==> src/rtl/screen_fill_controller.sv <==
`default_nettype none
// ============================================================================
// Module   : screen_fill_controller
// Purpose  : Sequences character-buffer writes and burst fills (scroll/clear)
//            and owns the hardware-scroll first-row register.
// Revision : 1.0  initial release
// ============================================================================
module screen_fill_controller #(
    parameter int         COL_BITS  = 6,
    parameter int         ROW_BITS  = 4,
    parameter logic [7:0] FILL_CHAR = 8'h20
) (
    input  logic                         clk,
    input  logic                         clr,
    input  logic                         cmd_valid,
    output logic                         cmd_ready,
    input  logic [1:0]                   cmd_op,
    input  logic [ROW_BITS+COL_BITS-1:0] cmd_addr,
    input  logic [7:0]                   cmd_char,
    output logic [7:0]                   new_char,
    output logic [ROW_BITS+COL_BITS-1:0] new_char_address,
    output logic                         new_char_wen,
    output logic [ROW_BITS-1:0]          new_first_row,
    output logic                         new_first_row_wen,
    output logic                         busy
);

    localparam int c_ADDR_W = ROW_BITS + COL_BITS;

    localparam logic [1:0] c_IDLE   = 2'd0;
    localparam logic [1:0] c_FILL   = 2'd1;
    localparam logic [1:0] c_FINISH = 2'd2;

    localparam logic [1:0] c_OP_WRITE  = 2'b00;
    localparam logic [1:0] c_OP_SCROLL = 2'b01;
    localparam logic [1:0] c_OP_CLEAR  = 2'b10;

    localparam logic c_MODE_ROW = 1'b0;
    localparam logic c_MODE_ALL = 1'b1;

    logic [1:0]          state_q, state_d;
    logic                mode_q, mode_d;
    logic [c_ADDR_W-1:0] addr_q, addr_d;
    logic [7:0]          char_q, char_d;
    logic                wen_q, wen_d;
    logic [ROW_BITS-1:0] fr_q, fr_d;
    logic                fr_wen_q, fr_wen_d;
    logic                busy_q, busy_d;
    logic                w_last;

    // The write-address register doubles as the fill counter: during a burst
    // it always holds the address being written in the current cycle.
    assign w_last = (mode_q == c_MODE_ALL) ? (&addr_q) : (&addr_q[COL_BITS-1:0]);

    always_comb begin
        state_d  = state_q;
        mode_d   = mode_q;
        addr_d   = addr_q;
        char_d   = char_q;
        wen_d    = 1'b0;
        fr_d     = fr_q;
        fr_wen_d = 1'b0;
        case (state_q)
            c_IDLE: begin
                if (cmd_valid) begin
                    case (cmd_op)
                        c_OP_WRITE: begin
                            addr_d = cmd_addr;
                            char_d = cmd_char;
                            wen_d  = 1'b1;
                        end
                        c_OP_SCROLL: begin
                            addr_d  = {fr_q, {COL_BITS{1'b0}}};
                            char_d  = FILL_CHAR;
                            wen_d   = 1'b1;
                            mode_d  = c_MODE_ROW;
                            state_d = c_FILL;
                        end
                        c_OP_CLEAR: begin
                            addr_d  = '0;
                            char_d  = FILL_CHAR;
                            wen_d   = 1'b1;
                            mode_d  = c_MODE_ALL;
                            state_d = c_FILL;
                        end
                        default: ;
                    endcase
                end
            end
            c_FILL: begin
                if (w_last) begin
                    state_d  = c_FINISH;
                    fr_d     = (mode_q == c_MODE_ROW) ? fr_q + 1'b1 : '0;
                    fr_wen_d = 1'b1;
                end else begin
                    addr_d = addr_q + 1'b1;
                    wen_d  = 1'b1;
                end
            end
            c_FINISH: state_d = c_IDLE;
            default:  state_d = c_IDLE;
        endcase
        busy_d = (state_d != c_IDLE);
    end

    always_ff @(posedge clk or posedge clr) begin
        if (clr) begin
            state_q  <= c_IDLE;
            mode_q   <= c_MODE_ROW;
            addr_q   <= '0;
            char_q   <= '0;
            wen_q    <= 1'b0;
            fr_q     <= '0;
            fr_wen_q <= 1'b0;
            busy_q   <= 1'b0;
        end else begin
            state_q  <= state_d;
            mode_q   <= mode_d;
            addr_q   <= addr_d;
            char_q   <= char_d;
            wen_q    <= wen_d;
            fr_q     <= fr_d;
            fr_wen_q <= fr_wen_d;
            busy_q   <= busy_d;
        end
    end

    assign cmd_ready         = (state_q == c_IDLE);
    assign new_char          = char_q;
    assign new_char_address  = addr_q;
    assign new_char_wen      = wen_q;
    assign new_first_row     = fr_q;
    assign new_first_row_wen = fr_wen_q;
    assign busy              = busy_q;

endmodule
`default_nettype wire

==> config.mk <==
export PLATFORM = sky130hd
export DESIGN_NAME = screen_fill_controller
export DESIGN_NICKNAME = d
export VERILOG_FILES = /design/src/rtl/screen_fill_controller.sv
export SDC_FILE = /design/constraint.sdc
export NUM_CORES = 1
export LEC_CHECK = 0
export ABC_AREA = 1
export BUFFER_PORTS_ARGS = -buffer_cell sky130_fd_sc_hd__clkbuf_2
export CAP_MARGIN = 5
export CORE_ASPECT_RATIO = 1.5
export CORE_MARGIN = 10
export CORE_UTILIZATION = 45
export CTS_CLUSTER_DIAMETER = 200
export DETAILED_ROUTE_END_ITERATION = 16
export PLACE_DENSITY = 0.71
export REMOVE_ABC_BUFFERS = 1
export SLEW_MARGIN = 15
export SYNTH_ARGS = -nofsm -noshare
export SYNTH_HDL_FRONTEND = slang
export SYNTH_SLANG_ARGS = --single-unit
==> constraint.sdc <==
create_clock -name clk -period 1.5 [get_ports clk]
set_clock_uncertainty 0.2 [all_clocks]
set_input_delay 0.15 -clock clk [delete_from_list [all_inputs] [get_ports clk]]
set_output_delay 0.15 -clock clk [all_outputs]
set_load 0.02 [all_outputs]
# After elaboration in Yosys (flattened, before gate mapping)
# Index checks and enable logic that the tools add are counted.
[classes]
n_addsub = 2
n_mul = 0
n_div = 0
magnitude_cmp = 0
eq_ne = 6
n_shift = 0
mux = 18
n_bitwise = 0
reduce_logical = 14
[op_table]
columns = ["op", "n"]
rows = [
  ["$pmux W10 S3", 1],
  ["$mux W10", 2],
  ["$pmux W10 S2", 1],
  ["$pmux W8 S2", 1],
  ["$add A10 B1 Y10 const B", 1],
  ["$reduce_and A10 Y1", 1],
  ["$reduce_bool A2 Y1", 4],
  ["$mux W1", 6],
  ["$mux W2", 3],
  ["$reduce_and A3 Y1", 2],
  ["$reduce_and A6 Y1", 1],
  ["$add A4 B1 Y4 const B", 1],
  ["$eq A2 B1 Y1 const B", 2],
  ["$logic_not A2 Y1", 2],
  ["$mux W4", 1],
  ["$ne A2 B2 Y1 const B", 2],
  ["$ne A4 B1 Y1 const B", 1],
  ["$pmux W1 S2", 2],
  ["$pmux W2 S2", 1],
  ["$reduce_and A4 Y1", 1],
  ["$reduce_or A3 Y1", 1],
  ["$eq A2 B2 Y1 const B", 1],
  ["$reduce_and A2 Y1", 1],
  ["$reduce_or A2 Y1", 1],
]
[word_totals]
ff_bits = 28
latch_bits = 0
mem_bits_rw = 0
mem_bits_ro = 0
input_bits = 23
output_inout_bits = 26
elab_cells = 48
mem_count = 0

# Depth between registers and ports, before layout
# Gate-level depths: netlist of run 1.
[depth]
depth_word = 6
ltp_mapped = 9
depth_no_buf = 9

# Worst setup path before layout of run 1
# No wires, ideal clock.
[synth_path]
path_kind = "reg2reg"
start = "reg addr_q[0], in the netlist new_char_address[0]"
end = "reg fr_q[0], in the netlist new_first_row[0]"
setup_time_ps = 118
arrival_time_ps = 1478
t_required_ps = 1182
slack_ps = -296
stages_incl_launch_ff = 9
cell_sequence = "dfrtp_1 ha_1 nand3_1 nor2_4 nand3_2 nand2_1 nand2_4 nand2_1 o21ai_2"
[synth_via]
elab_chain_len = 3
word_cells_on_any_way = 4
[synth_rtl]
columns = ["element", "line_no", "text"]
rows = [
  ["start: declaration", "43", "logic [c_ADDR_W-1:0] addr_q, addr_d;"],
  ["start signal: assignment", "119", "addr_q <= addr_d;"],
  ["$reduce_and A10 Y1 or $reduce_and A6 Y1 (tied branches)", "53", "assign w_last = (mode_q == c_MODE_ALL) ? (&addr_q) : (&addr_q[COL_BITS-1:0]);"],
  ["$mux W1 (*)", "53", ""],
  ["$reduce_and A2 Y1 (no line) (*)", "--", ""],
  ["end signal: assignment", "122", "fr_q <= fr_d;"],
  ["end: declaration", "46", "logic [ROW_BITS-1:0] fr_q, fr_d;"],
]
# Mark *: on every way between the ends. The rest lies on a longest branch, timed or not.
# A chain may end at the register's enable or synchronous reset.

# Worst setup path in the final report of run 1
[layout_path]
start = "reg addr_q[1], in the netlist new_char_address[1]"
end = "reg addr_q[2], in the netlist new_char_address[2]"
[layout_via]
elab_chain_len = 4
word_cells_on_any_way = 8
[layout_rtl]
columns = ["element"]
rows = [
  ["branches (longest 4 deep; another with $add A10 B1 Y10)"],
]
# Several ways; the timed one is not identified. The select of a mux whose other input is x is not followed.

==> impl_summary.md, run 1 <==
Timing
The actual slew at the worst max-slew pin is 422 ps. The worst slew margin relative to its limit is 71.8%. The setup TNS is -2800 ps. The final critical-path required period is 1710 ps.

The max-slew violation count is 0. Static timing analysis puts the maximum clock frequency at 0.585 GHz. The post-layout worst setup margin is -209 ps. Setup repair after global routing could not meet its margin everywhere. After layout, the worst path uses 114% of the clock period. The hold violation total from the final report is 0. Setup violations remaining at the end of the flow were counted as 18. The worst hold slack after final layout is 6.26 ps.

Route
In the routed design, unresolved DRC markers number 0. The number of design-rule violations left by the first detailed-router iteration is 140. After detailed routing, the average wire length per cell comes to 14.2 µm.

The final wirelength is 5070 µm. Once detail routing completed, the nets flagged for antenna violations numbered 0. Using the TritonRoute via totals, the vias-per-cell ratio works out to 4.93. The count of TritonRoute iterations in the first routing pass is 4. Summing over every cut layer, the via total after detailed routing is 1764.

Clock network
The clock tree root buffer cell is sky130_fd_sc_hd__clkbuf_8. TritonCTS built the clock tree. CTS built an H-tree with a depth of 1.

The number of buffers inserted during clock tree synthesis is 3. The clock sink count is 28. In this run the deepest clock path goes through 2 buffers. After clock tree synthesis, the clock-pin slew on the worst setup and hold paths is 100 ps.

The clock reaches the later pin of the worst-skew pair after 280 ps.

Cells and area
The sequential cell area in the final layout is 701 µm². Leaving out fill and tap cells, the most frequent cell in the layout is sky130_fd_sc_hd__nand2_1. Of the cells placed in the final design, the portion with a size suffix greater than 1 is 37.7%. The final layout net count is 346. The top cell types in the final layout, fill and taps aside, are sky130_fd_sc_hd__nand2_1 (86), sky130_fd_sc_hd__clkbuf_2 (47), sky130_fd_sc_hd__buf_4 (35), sky130_fd_sc_hd__nand3_1 (30), sky130_fd_sc_hd__dfrtp_1 (28). The repair_antennas step left the layout with diodes totalling 0. The total of fill cells in the finished design is 283. The area occupied by multi-input gates is 908 µm². Relative to the synthesized area, the layout overhead comes to 53.8%.

Synthesis
The Yosys step of the flow raised 0 warnings. The number of instances in the synthesized netlist is 216. The average instance area after synthesis is 7.59 µm². The number of library cell types mapped by synthesis is 28. The dominant register cell in the synthesized netlist is sky130_fd_sc_hd__dfrtp_1.

After synthesis, the share of flip-flops with an asynchronous set or reset is 100%. The post-synthesis instance area is 1640 µm². The register bit total from synthesis is 28. The number of synthesized flops with an enable pin is 0. Of the synthesized area, sequential elements account for 42.7%.

Outcome
The final reports fail on negative setup slack. The flow ran to the end, but the final reports show violations.

Placement
The post-DP HPWL is 3490 µm. In this run the tool buffered the top-level ports with 48 buffer cells. The final estimated routing congestion in global placement is 0.781.

Critical path
The endpoint kind of the worst setup timing path is a flop. The endpoint required time on the critical path is 1530 ps. The critical path startpoint category is a flop. The signal arrival time at the worst endpoint is 1740 ps. The register-to-register setup slack is -210 ps. The setup path with the least slack is of type reg -> reg. The maximum fanout count along the critical path is 6.

Global routing
After global routing the overflow that remains totals 0. The initial antenna violation count is 0. The global routing usage summed across all routing layers is 14.8%. Entering global routing, the biggest net connects 29 pins. The first global-routing pass estimated 8070 µm of wire. The number of global-route vias before repair was 1831.

Floorplanning
The overall die area is 6510 µm². The width of the die is 69.3 µm. The die height is 93.9 µm.

The floorplan step defined a core boundary enclosing 3450 µm². The initial utilization of the core area, before any placement, comes to 47.5%. During I/O placement, the number of pins put on the boundary was 49.

The site row count is 26.

Worst hold path
The kind of path behind the tightest hold check is in -> reg.

Power and ir drop
The largest vdd supply drop is 1.03 mV. In this run the power density over the cells is 1630 nW/µm². The static leakage is 1.39 nW.

Job
The max-cap check violation count is 0.
## Yosys cell counts (2+ instances only)
cell                       n  area, µm²
sky130_fd_sc_hd__nand3_2   2       20.0
sky130_fd_sc_hd__nor2_1    8       30.0
sky130_fd_sc_hd__nand3_1  35        175
sky130_fd_sc_hd__ha_1      6       75.1
sky130_fd_sc_hd__nand2_4   2       22.5
sky130_fd_sc_hd__o21ai_2   3       26.3
sky130_fd_sc_hd__inv_1    17       63.8
sky130_fd_sc_hd__o21ai_0   7       35.0
sky130_fd_sc_hd__xor2_1    2       17.5
sky130_fd_sc_hd__buf_2     2       10.0
sky130_fd_sc_hd__nand2_1  88        330
sky130_fd_sc_hd__dfrtp_1  28        701
## through the flow
| stage | instances | area, µm² | util [%] | setup slack (ps) | total power, mW |
|---|---|---|---|---|---|
| after floorplan | 211 | 1600 | - | -366 | 2.29 |
| after global placement | 336 | 2160 | 62.6 | -99.0 | 3.17 |
| after detailed placement | 336 | 2160 | 62.6 | -129 | 3.19 |
| after CTS | 352 | 2350 | 68.3 | -117 | 3.85 |
| after global routing | 358 | 2520 | 73.1 | -291 | 4.41 |
| final | 358 | 2520 | 73.1 | -209 | 4.10 |
## layout make-up
cell class	count	share of cell area [%]
repair buffers	101	28.0
multi-input cells	163	36.0
clock buffers	3	1.64
flip-flops and latches	28	27.8
well taps	42	2.08
clock inverters	1	1.19
inverters	20	3.28
## state kept, by name, indices dropped and copies added (netlist names)
| name | flops |
|---|---|
| new_first_row_wen | 1 |
| new_char | 8 |
| new_char_address | 10 |
| new_char_wen | 1 |
| busy | 1 |
| state_q | 2 |
| mode_q | 1 |
| new_first_row | 4 |
## worst max-delay path, stage by stage, from the launching register on
cell	delay (ps)
sky130_fd_sc_hd__dfrtp_1	410
sky130_fd_sc_hd__ha_4	170
sky130_fd_sc_hd__nand3_4	100
sky130_fd_sc_hd__nor2_4	200
sky130_fd_sc_hd__nand3_4	110
sky130_fd_sc_hd__nand3_4	180
sky130_fd_sc_hd__buf_6	140
sky130_fd_sc_hd__nand3_1	70
sky130_fd_sc_hd__nand2_1	70
## path summary, 6_finish.rpt
path,from,to,depth (start not counted)
min in group asynchronous,clr,new_char[1],4
hold reg to reg,new_char[1],new_char[1],2
max in group asynchronous,clr,new_char_address[0],4
hold / removal,cmd_addr[0],new_char_address[0],5
setup / recovery,new_char_address[1],new_char_address[2],8
setup reg to reg,new_char_address[1],new_char_address[2],8
## layer usage
metal / track usage, % / vias to the layer above / share of wire (%)
met5: 0 / - / 0
met4: 6.90 / 0 / 2.4
met3: 3.28 / 10 / 4.8
met2: 28.1 / 45 / 55
met1: 14.8 / 825 / 38
li1: - / 884 / -
## repair_timing
item / in CTS / in global routing
endpoints found under the hold margin: 39 / 0
hold buffers: 12 / 0
buffers inserted: 0 / 6
resized for setup: 1 / 25
setup endpoints to repair: 18 / 27
pin swaps: 0 / 7
## logic make-up (layout without fill, tap and decap cells)
family	after synthesis	after routing	share of synthesized area (%)
compound gates	12	12	4.81
xor+xnor	3	3	1.60
fa+ha+maj	6	6	4.58
flops	28	28	42.7
simple gates	142	142	39.1
buf+inv	25	125	7.17
## power by group
group | internal (mW) | switching, mW
logic | 0.957 | 1.31
registers | 1.02 | 0.197
clock network | 0.358 | 0.253
No activity file was read; power rests on OpenSTA's default activity.
==> run 2, diff against run 1 <==
- PLACE_DENSITY: 0.71 -> default
- PLACE_DENSITY_LB_ADDON: default -> 0.08
- clock period: 1.5 -> 1.99 ns (I/O delays scaled with it)
==> impl_summary.md, run 2 (same netlist as run 1, synthesis figures left out) <==
Global routing
The initial antenna violation count is 0. The first global-routing pass estimated 7490 µm of wire. The global routing usage summed across all routing layers is 13.4%. The number of global-route vias before repair is 1658. The total overflow left after global routing is 0. The pin count of the biggest net entering global routing is 29.

Critical path
The endpoint kind of the worst setup timing path is a flop. The critical path class is reg -> reg. The maximum fanout count along the critical path is 13. The worst setup path is launched from a flop. The endpoint required time on the critical path is 1970 ps.

Data arrives at the worst endpoint at 1800 ps.

Route
After detailed routing, the wire length on met1 is 1920 µm. The met3 wire length is 217 µm. The vias per cell is 4.86.

The first routing iteration left 110 violations. The final wirelength is 4260 µm. The first detailed-routing pass took 5 iterations.

The detailed router placed 1574 vias in this run. The detailed-route DRC error count is 0. The met2 layer wire length in the routed design is 2100 µm. The post-detailed-route count of antenna-violating nets is 0. The highest metal layer carrying signal wires in the routed design is met4. The routed wirelength normalized by instance count is 13.2 µm.

Timing
The final critical-path required period is 1830 ps. Setup violations remaining at the end of the flow were counted as 0. The highest clock rate is 0.547 GHz. The hold violation total from the final report came to 0. The final critical-path share of the clock period is 91.8%. The max-slew violation count was 0. At the pin with the least slew margin, the transition time is 396 ps.

Headroom to the max-slew limit came out at 73.5%. On the final layout, the worst hold slack is 61.1 ps.

Clock network
The tree built by TritonCTS fans out to 28 sinks. The clock network latency to the later pin of the worst-skew pair is 270 ps. The clock tree from TritonCTS is built.

The clock-pin slew on the worst setup and hold paths is 100 ps. In this run the number of H-tree levels came out at 1. The clock tree root buffer cell is sky130_fd_sc_hd__clkbuf_8. Gates resized during post-CTS repair numbered 0.

The clock passes through at most 2 buffers. In this run, CTS created clock tree buffers numbering 3.

Power and ir drop
For this design the static power due to leakage is 1.22 nW. The clock network fraction of design power is 17.1%. Cell internal power was estimated by the tool at 1.48 mW.

The power per cell area is 1220 nW/µm². The switching component of the power is 1.14 mW. The largest vdd supply drop is 0.696 mV. The completed layout was analyzed and its total power is 2.62 mW. The switching share of power is 43.6%. The power share of the combinational group is 47.6%. Registers are responsible for 35.3% of the overall power.

Floorplanning
The site row count is 26. The placeable core region is 3450 µm². The initial utilization of the core area, before any placement, comes to 47.5%. The count of pins on the block boundary is 49.

The width of the die is 69.3 µm. The die height is 93.9 µm. The overall die area is 6510 µm².

Job
Across the run, the number of max-cap violations was 0.

Placement
Once detailed placement completed, the half-perimeter wirelength came to 3240 µm. The count of buffers from port buffering is 48. The final estimated routing congestion in global placement is 0.822.

Cells and area
The register with the most flip-flops in the layout has 10 of them. The number of antenna cells inserted is 0. The share of layout cells above drive strength 1 is 27.7%.

The final layout contains 312 nets. The area added between synthesis and finish is 30.8%. The library cells used most frequently in the layout, excluding fill and tap cells, are sky130_fd_sc_hd__nand2_1 (88), sky130_fd_sc_hd__clkbuf_2 (48), sky130_fd_sc_hd__nand3_1 (35), sky130_fd_sc_hd__dfrtp_1 (28), sky130_fd_sc_hd__inv_1 (17). The library cell used most frequently in the layout, excluding fill and tap cells, is sky130_fd_sc_hd__nand2_1.

Worst hold path
The kind of path behind the tightest hold check is in -> reg.

Outcome
The flow ran to the end, and the final reports show no timing, DRC or antenna violations.
==> run 2: cell count changes in the layout (fill, tap and decap cells not counted), sizes merged <==
cell / previous run / this run
dlygate4sd3: 12 / 9
buf: 42 / 10
clkbuf: 50 / 51
==> run 2: timing repair <==
action / in CTS / in global routing
buffers inserted: 0 / 2
hold buffers: 9 / 0
endpoints found under the setup margin: 0 / 2
endpoints found under the hold margin: 36 / 0
==> run 2: final timing paths <==
| path | start | to | slack (ps) | depth (start not counted) |
|---|---|---|---|---|
| min reg2reg | new_char[0] | new_char[0] | 280 | 2 |
| max reg2reg | new_char_address[1] | new_char_address[7] | 160 | 8 |
| max in group asynchronous | clr | new_char[7] | 1010 | 4 |
| max | new_char_address[1] | new_char_address[7] | 160 | 8 |
| min in group asynchronous | clr | new_char_address[2] | 310 | 4 |
| min | cmd_addr[0] | new_char_address[0] | 60 | 5 |
==> run 2: cell type report <==
cell class | count | area (µm²)
fill | 353 | 1310
multi-input combinational | 163 | 821
sequential | 28 | 701
timing repair buffer | 67 | 418
inverter | 20 | 80.1
tap | 42 | 52.6
clock buffer | 3 | 41.3
clock inverter | 1 | 30.0
==> run 2: critical path, stage by stage (launching register included) <==
cell and delay [ps]:
sky130_fd_sc_hd__dfrtp_1 420, sky130_fd_sc_hd__ha_1 200, sky130_fd_sc_hd__nand3_1 150, sky130_fd_sc_hd__nor2_4 210, sky130_fd_sc_hd__nand3_2 130, sky130_fd_sc_hd__nand3_4 170
sky130_fd_sc_hd__nand2_4 120, sky130_fd_sc_hd__nand2_1 90, sky130_fd_sc_hd__nand2_1 40
==> run 2: metal layers <==
metal / vias to the layer above / global-route usage (%)
met5: - / 0
li1: 814 / -
met1: 721 / 15.6
met3: 2 / 2.65
met2: 37 / 24.2
met4: 0 / 3.54
==> run 2: power by group through the flow <==
stage,sequential [mW],combinational [mW],clock [mW]
3_5_place_dp,0.939,1.23,0
2_1_floorplan,1.15,0.573,0
4_1_cts,0.927,1.25,0.462
3_3_place_gp,0.933,1.22,0
6_report,0.926,1.25,0.449
5_1_grt,0.963,1.40,0.491
==> run 2: stage by stage <==
stage / area, µm² / setup slack (ps) / utilization [%] / TNS (ps) / std cells
after floorplan: 1600 / 124 / - / 0 / 211
after global placement: 1970 / 217 / 57.0 / 0 / 309
after detailed placement: 1970 / 162 / 57.0 / 0 / 309
after CTS: 2130 / 158 / 61.7 / 0 / 322
after global routing: 2140 / -1.07 / 62.2 / -1.07 / 324
final: 2140 / 163 / 62.2 / 0 / 324
